## config.mk

```make
export PLATFORM = sky130hd
export DESIGN_NAME = alu
export DESIGN_NICKNAME = d
export VERILOG_FILES = /design/src/rtl/alu_pkg.sv /design/src/rtl/alu_shifter.sv /design/src/rtl/alu.sv
export SDC_FILE = /design/constraint.sdc
export NUM_CORES = 1
export LEC_CHECK = 0
export CORE_ASPECT_RATIO = 0.8
export CORE_MARGIN = 2
export CORE_UTILIZATION = 49
export CTS_CLUSTER_DIAMETER = 150
export DETAILED_ROUTE_END_ITERATION = 7
export GPL_ROUTABILITY_DRIVEN = 0
export PLACE_DENSITY_LB_ADDON = 0.1
export SKIP_LAST_GASP = 1
export SYNTH_ARGS = -nofsm -noshare
export SYNTH_HDL_FRONTEND = slang
export SYNTH_SLANG_ARGS = --single-unit
```

## constraint.sdc

```tcl
create_clock -name clk -period 4.46 [get_ports clk]
set_input_delay 0.892 -clock clk [delete_from_list [all_inputs] [get_ports clk]]
set_output_delay 0.892 -clock clk [all_outputs]
set_load 0.005 [all_outputs]
```

## src/rtl/alu_pkg.sv

```systemverilog
// Shared ALU definitions: 4-bit opcode encodings and the shift-kind select.
// The shift kind is only consumed when ALU_SHIFT_EN is defined.
package alu_pkg;

  localparam int SHAMT_W = 5;

  typedef enum logic [3:0] {
    ALU_ADD  = 4'b0000,
    ALU_SUB  = 4'b0001,
    ALU_AND  = 4'b0010,
    ALU_OR   = 4'b0011,
    ALU_XOR  = 4'b0100,
    ALU_SLT  = 4'b0101,
    ALU_SLTU = 4'b0110,
    ALU_SLL  = 4'b0111,
    ALU_SRL  = 4'b1000,
    ALU_SRA  = 4'b1001
  } alu_op_e;

  typedef enum logic [1:0] {
    SH_SLL = 2'b00,
    SH_SRL = 2'b01,
    SH_SRA = 2'b10
  } shift_kind_e;

endpackage

```

## src/rtl/alu_shifter.sv

```systemverilog
// Barrel shifter for SLL/SRL/SRA. The module only exists when ALU_SHIFT_EN
// is defined, so a build without the macro carries no shifter at all.
`ifdef ALU_SHIFT_EN
module alu_shifter
  import alu_pkg::*;
#(
  parameter int WIDTH = 32
) (
  input  logic [WIDTH-1:0]   a,
  input  logic [SHAMT_W-1:0] shamt,
  input  shift_kind_e        kind,
  output logic [WIDTH-1:0]   shifted
);

  always_comb begin
    shifted = a;
    case (kind)
      SH_SLL:  shifted = a << shamt;
      SH_SRL:  shifted = a >> shamt;
      SH_SRA:  shifted = $signed(a) >>> shamt;
      default: shifted = a;
    endcase
  end

endmodule
`endif

```

## src/rtl/alu.sv

```systemverilog
// Combinational ALU with a registered copy of result/zero.
// Define ALU_SHIFT_EN to enable SLL/SRL/SRA; otherwise those opcodes decode as undefined (result 0).
module alu
  import alu_pkg::*;
#(
  parameter int WIDTH = 32
) (
  input  logic             clk,
  input  logic             rst,
  input  logic [WIDTH-1:0] a,
  input  logic [WIDTH-1:0] b,
  input  logic [3:0]       alu_op,
  output logic [WIDTH-1:0] result,
  output logic             zero,
  output logic [WIDTH-1:0] result_q,
  output logic             zero_q
);

  logic [WIDTH-1:0] w_result;
  logic             w_slt;
  logic             w_sltu;
  logic [WIDTH-1:0] r_result_q;
  logic             r_zero_q;

  assign w_slt  = $signed(a) < $signed(b);
  assign w_sltu = a < b;

`ifdef ALU_SHIFT_EN
  shift_kind_e      w_shift_kind;
  logic [WIDTH-1:0] w_shifted;

  always_comb begin
    w_shift_kind = SH_SLL;
    case (alu_op)
      ALU_SRL: w_shift_kind = SH_SRL;
      ALU_SRA: w_shift_kind = SH_SRA;
      default: w_shift_kind = SH_SLL;
    endcase
  end

  alu_shifter #(
    .WIDTH (WIDTH)
  ) u_shifter (
    .a       (a),
    .shamt   (b[SHAMT_W-1:0]),
    .kind    (w_shift_kind),
    .shifted (w_shifted)
  );
`endif

  // Any opcode not listed (including shifts when disabled) yields zero.
  always_comb begin
    w_result = '0;
    case (alu_op)
      ALU_ADD:  w_result = a + b;
      ALU_SUB:  w_result = a - b;
      ALU_AND:  w_result = a & b;
      ALU_OR:   w_result = a | b;
      ALU_XOR:  w_result = a ^ b;
      ALU_SLT:  w_result = {{(WIDTH-1){1'b0}}, w_slt};
      ALU_SLTU: w_result = {{(WIDTH-1){1'b0}}, w_sltu};
`ifdef ALU_SHIFT_EN
      ALU_SLL,
      ALU_SRL,
      ALU_SRA:  w_result = w_shifted;
`endif
      default:  w_result = '0;
    endcase
  end

  assign result = w_result;
  assign zero   = (w_result == '0);

  always_ff @(posedge clk or posedge rst) begin
    if (rst) begin
      r_result_q <= '0;
      r_zero_q   <= 1'b1;
    end else begin
      r_result_q <= w_result;
      r_zero_q   <= (w_result == '0);
    end
  end

  assign result_q = r_result_q;
  assign zero_q   = r_zero_q;

endmodule

```

==> results of run 1 <==
metrics by stage:
step | hold WS, ns | setup slack, ns
global placement | 1.325 | -1.809
floorplan | 1.020 | -0.3741
detailed placement | 1.338 | -1.947
CTS | 1.034 | -1.038
cells by family after synthesis:
family | count (synthesis)
compound gates | 322
xor+xnor | 5
fa+ha+maj | 105
buf+inv | 154
flops | 33
mux | 3
simple gates | 306
per-layer routing:
metal,GRT overflow,global-route usage
met1,26,0.9103
met2,1606,1.572
met3,33,0.8085
met4,459,1.292
met5,4,0.5313
timing repair:
action | CTS
cloned | 1
endpoints found under the setup margin | 31
hold buffers | 0
setup buffers | 50
pin swaps | 81
resized for setup | 369
==> results by stage, run 1 <==
Synth:
- The multiplexer fraction of the synthesized cell area is 0.004638.
- The number of nets in the synthesized netlist is about 1100.
- The post-synthesis compound-gate area fraction was 0.3312.
- The share of the synthesized area in the top cell type is 0.1911.
- After synthesis, the share of flip-flops with an asynchronous set or reset is 1.000.
- The adder and majority gate portion of the synthesized area is 0.1970.
- Of the total synthesized cell area, the portion taken by XOR and XNOR cells is 0.006494.
- Synthesis inferred 33 register bits.
- The distinct cell type count after synthesis is 93.
- The synthesized design contains 0 enable-type register cells.
- The mean instance size in the synthesized netlist is about 7.3 sq um.
- Among all flip-flop cells after synthesis, the most frequent one is sky130_fd_sc_hd__dfrtp_1.
- The Yosys step of the flow raised 0 warnings.
- After technology mapping, the gate count stands at 928.
- The cell area after synthesis is 6744 sq um.
- The dominant combinational cell family by area after synthesis is compound AO/OA/AOI/OAI gates.
- By count the netlist is led by 103 x sky130_fd_sc_hd__ha_1, 103 x sky130_fd_sc_hd__inv_1, 90 x sky130_fd_sc_hd__nor2_1.
- Ranked by total cell area, the synthesized netlist is headed by sky130_fd_sc_hd__ha_1 19%, sky130_fd_sc_hd__dfrtp_1 12%, sky130_fd_sc_hd__a21oi_1 6.3%, sky130_fd_sc_hd__inv_1 5.7%, sky130_fd_sc_hd__nor2_1 5.0%.
- Of the total synthesized cell area, the portion taken by AND, OR, NAND and NOR gates is 0.2434.
- Of all cell types, the one taking the most synthesized area is sky130_fd_sc_hd__ha_1.
- Of the synthesized area, sequential elements account for 0.1226.

Outcome:
- The flow did not finish.
- The stage at which the run stopped is global routing (5_1_grt).
- The first error in the log reads "[ERROR GRT-0232] Routing congestion too high. Check the congestion heatmap in the GUI".

Floorplan:
- Measured along the y axis, the die boundary spans ~110 um.
- The die is 135.2 um wide.
- The initialized floorplan defines 38 standard-cell rows.
- The initial utilization of the core area, before any placement, comes to 0.4994.
- The I/O pin count is between 100 and 150.

GRT:
- The total overflow left after global routing is 2128.
- The global routing usage summed across all routing layers is 1.110.
- Entering global routing, the biggest net connects 34 pins.

Place:
- The placed standard-cell area is 10590 sq um.
- Input and output buffers added on the ports amount to between 100 and 150.
- The cell count after placement is around 1500.
- The detailed-placement wirelength estimate is around 23 mm.

Timing:
- When the last timing repair stopped, the worst path ended at zero.
- The type of the worst endpoint after the last repair is an output port.

CTS:
- The number of buffers created by CTS is 5.
- The H-tree generated during clock tree synthesis spans 2 levels.
- Clock tree synthesis selected as its root buffer the cell sky130_fd_sc_hd__clkbuf_16.
- The tree built by TritonCTS fans out to 33 sinks.
- The clock passes through at most 2 buffers.
==> inputs of run 2 (changes only) <==
--- a/config.mk
+++ b/config.mk
@@ -5,13 +5,11 @@
 export SDC_FILE = /design/constraint.sdc
 export NUM_CORES = 1
 export LEC_CHECK = 0
-export CORE_ASPECT_RATIO = 0.8
 export CORE_MARGIN = 2
-export CORE_UTILIZATION = 49
-export CTS_CLUSTER_DIAMETER = 150
+export CORE_UTILIZATION = 40
 export DETAILED_ROUTE_END_ITERATION = 7
 export GPL_ROUTABILITY_DRIVEN = 0
-export PLACE_DENSITY_LB_ADDON = 0.1
+export PLACE_DENSITY_LB_ADDON = 0.15
 export SKIP_LAST_GASP = 1
 export SYNTH_ARGS = -nofsm -noshare
 export SYNTH_HDL_FRONTEND = slang
==> constraint.sdc (replaced) <==
create_clock -name clk -period 5.8 [get_ports clk]
set_input_delay 1.16 -clock clk [delete_from_list [all_inputs] [get_ports clk]]
set_output_delay 1.16 -clock clk [all_outputs]
set_load 0.005 [all_outputs]
==> run 2 against run 1 <==
The flow now finishes, with violations (negative setup slack); synthesized area did not move; synthesized cell count did not move.
==> results by stage, run 2 <==
Synth:
- During synthesis, Yosys emitted a total of 0 warnings.
- The mean instance size in the synthesized netlist is around 7.3 sq um.
- The number of nets in the synthesized netlist is 1103.
- In the post-synthesis netlist, the biggest area contributors are sky130_fd_sc_hd__ha_1 19%, sky130_fd_sc_hd__dfrtp_1 12%, sky130_fd_sc_hd__a21oi_1 6.3%, sky130_fd_sc_hd__inv_1 5.7%, sky130_fd_sc_hd__nor2_1 5.0%.
- The simple logic cell fraction of the synthesized area is 0.2434.
- The cell area after synthesis is 6744 sq um.
- The async set or reset register ratio after synthesis is 1.000.
- The primary flip-flop cell chosen by synthesis mapping is sky130_fd_sc_hd__dfrtp_1.
- After synthesis, the largest family of logic cells by area is compound AO/OA/AOI/OAI gates.
- The share of synthesized area in the top cell type comes to 0.1911.
- The synthesized instance count is 928.
- Of the total synthesized cell area, the portion taken by XOR and XNOR cells is 0.006494.
- By count the netlist is led by 103 x sky130_fd_sc_hd__ha_1, 103 x sky130_fd_sc_hd__inv_1, 90 x sky130_fd_sc_hd__nor2_1.
- The post-synthesis sequential area ratio is 0.1226.
- The multiplexer fraction of the synthesized cell area is 0.004638.
- Of the total synthesized cell area, the portion taken by full adders, half adders and majority gates is 0.1970.
- The post-synthesis cell type with the largest combined area is sky130_fd_sc_hd__ha_1.
- The number of storage elements in the synthesis netlist is 33.
- The post-synthesis compound-gate area fraction is 0.3312.
- The synthesized design contains 0 enable-type register cells.
- The synthesized netlist contains 93 unique library cells.

Critical path:
- The critical path required time is 4.64 ns.
- The endpoint kind of the worst setup timing path is a primary output.
- STA classifies the critical path startpoint as an input pin.
- The biggest fanout along the worst timing path is 7.
- The critical path contains buffers and inverters numbering 4 combined.
- The worst setup path is of the in2out kind.
- The kind of cell adding the most delay to the critical path is simple AND/OR/NAND/NOR gates.
- The slowest stage of the critical path belongs to the cell sky130_fd_sc_hd__or4_1.
- In this design, the stage delay of the slowest critical-path cell is 0.52 ns.
- The data arrival time of the critical path is around 5.1 ns.
- Traced cell by cell, the critical path runs through clkdlybuf4s50_1, inv_1, ha_4, buf_4, o211ai_1, o211ai_4, a21oi_2, nor2_1, nor3_2, a211oi_1, o21ai_0, a221o_1, or4_1, or4_4, nor4_4, buf_2.

Cells and area:
- The net count of the finished layout is 1536.
- The number of inserted filler cells in the final layout is approximately 1400.
- Excluding fillers, the count of instances in the completed layout stands at 1582.
- For this run, the share of the core covered by cells in the final layout is 0.6980.
- The top cell types in the final layout, fill and taps aside, are 332 x sky130_fd_sc_hd__buf_4, 125 x sky130_fd_sc_hd__clkdlybuf4s50_1, 99 x sky130_fd_sc_hd__inv_1, 86 x sky130_fd_sc_hd__nor2_1, 83 x sky130_fd_sc_hd__ha_1.
- 0 antenna diodes ended up in the layout.
- In the final layout, the share of cells above drive strength 1 is 0.3510.
- The register with the most flip-flops in the layout has 32 of them.
- The commonest non-fill, non-tap cell in the layout is sky130_fd_sc_hd__buf_4.
- The finished cells cover 11530 sq um.
- The layout overhead on the synthesized area is 71.04%.

GRT:
- The pin count of the biggest net entering global routing is 34.
- The busiest layer in global routing is met2.
- The first-pass GRT wire length is 43.21 mm.
- The final global-route overflow total is 0.
- The number of antenna violations at the first check in global routing is 0.
- In the global route stage, overall resource usage came out at 0.2977.
- The met2 capacity usage during global routing is 0.4641.
- The met3 capacity usage during global routing is 0.05593.
- The number of global-route vias before repair is approximately 8400.
- The met1 track demand over resource in global routing is 0.4121.

Floorplan:
- In this run the horizontal extent of the chip is roughly 130 um.
- The I/O pin count is between 100 and 150.
- The starting utilization of the core area is 0.4081.
- The die height is between 100 and 150 um.
- The die covers 17910 sq um.
- The area of the core region is 16520 sq um.
- The placement row count is 47.

Timing:
- Setup repair after global routing could not meet its margin everywhere.
- The final-report setup violation count is 6.
- The post-route clock period utilization is 1.078.
- The tightest hold path in the finished design has a slack of between 1 and 1.5 ns.
- The total count of max-transition violations in the final report is 0.
- Across all setup checks in the final design, the least slack found is -0.4497 ns.
- The number of failing hold endpoints at the final stage came to 0.
- The transition time at the pin with the least slew margin is ~0.73 ns.
- The upper clock frequency limit is ~160 MHz.
- The relative slew slack is 0.5073.
- For the finished layout, the period the worst path requires is between 6 and 7 ns.

Outcome:
- The final reports fail on negative setup slack.
- The flow ran to the end, but the final reports show violations.

CTS:
- For this design, the CTS-stage hold fixing added 0 buffers.
- The number of buffers created by CTS is 5.
- The CTS tree is yes.
- After clock tree synthesis, the clock-pin slew on the worst setup and hold paths is approximately 0.05 ns.
- The maximum buffer depth of the clock tree is 2.
- Counting every sink on the clock net gives 33.
- The cell at the root of the clock tree is sky130_fd_sc_hd__clkbuf_16.
- The H-tree level count is 2.

Power and ir drop:
- The worst vdd rail ir drop is about 0.11 mV.
- Power spread over the standard cell area amounts to ~140 nW/um^2.
- The completed layout was analyzed and its total power is about 1700 uW.
- The analysis attributes to cell leakage a power of between 0.005 and 0.006 uW.

Routing:
- The first detailed-routing pass ran for 6 iterations.
- The total DRC errors in the routed layout is 0.
- Summed over all layers, the routed wires come to approximately 28 mm.
- The detailed-route vias per instance is approximately 5.7.
- The detail-routed net length per standard cell is about 18 um.
- The count of nets left with antenna violations once routing finished came out at 0.
- The DRC violation total after the first TritonRoute iteration is 860.
- The detailed-route via count is 8956.

Place:
- Input and output buffers added on the ports amount to about 140.
- After legalization and detailed placement, the total HPWL measured 22.27 mm.
- The cell count after placement is about 1600.
- Summing all placed instances gives a cell area of 10570 sq um.

Worst hold path:
- The worst min-delay path category is in2async.

Job:
- The number of violations of the max-capacitance limit is 0.
run 2: layer usage:
metal  vias up  wire, um
met4         0      1061
met1      4108     11730
met3        85      2861
li1       4244         -
met2       519     12200
met5         -         0
run 2: metrics by stage:
stage                     setup TNS (ns)  setup slack (ns)
final                             -1.560           -0.4497
after global routing              -2.435           -0.6035
after CTS                         -1.879           -0.5298
after detailed placement          -4.516            -1.139
after global placement            -4.293            -1.128
after floorplan                        0            0.4299
run 2: cell families (layout without fill, tap and decap cells):
logic type | Yosys count | in the layout
flops | 33 | 33
fa+ha+maj | 105 | 105
mux | 3 | 3
buf+inv | 154 | 588
simple gates | 306 | 306
xor+xnor | 5 | 5
compound gates | 322 | 322
run 2: cell type report:
class | instances | area [sq um] | area share
clock buffers | 7 | 132.6 | 0.01150
clock inverters | 1 | 5.005 | 0.0004339
inverters | 105 | 399.1 | 0.03460
multi-input cells | 741 | 5944 | 0.5153
flip-flops and latches | 33 | 827.0 | 0.07170
well taps | 220 | 275.3 | 0.02386
repair buffers | 475 | 3951 | 0.3426
run 2: worst max-delay path by stage:
stage,start,endpoint,cells past startpoint
global route,b[5],zero,16
global placement,b[9],zero,16
finish,b[4],zero,16
CTS,b[5],zero,16
floorplan,a[1],zero,13
detailed placement,b[15],zero,16
run 2: timing repair:
item | CTS | global route
pin swaps | 28 | 31
gates resized for setup | 83 | 64
setup endpoints to repair | 15 | 15
setup buffers | 5 | 14
run 2: power by group:
part / switching [uW] / leakage (uW) / total (uW) / internal [uW]
sequential: 7.43 / 0.000418 / 267 / 260
combinational: 538 / 0.00497 / 1120 / 585
clock: 101 / 0.0000679 / 260 / 159
total: 647 / 0.00545 / 1650 / 1000
Note: power is estimated with default switching activity, not from simulation.
==> inputs of run 3 (changes only) <==
--- a/config.mk
+++ b/config.mk
@@ -5,6 +5,7 @@
 export SDC_FILE = /design/constraint.sdc
 export NUM_CORES = 1
 export LEC_CHECK = 0
+export CAP_MARGIN = 5
 export CORE_MARGIN = 2
 export CORE_UTILIZATION = 40
 export DETAILED_ROUTE_END_ITERATION = 7
==> results of run 3 <==
Same layout as run 2: the final DEF is identical, and so are final timing and power.
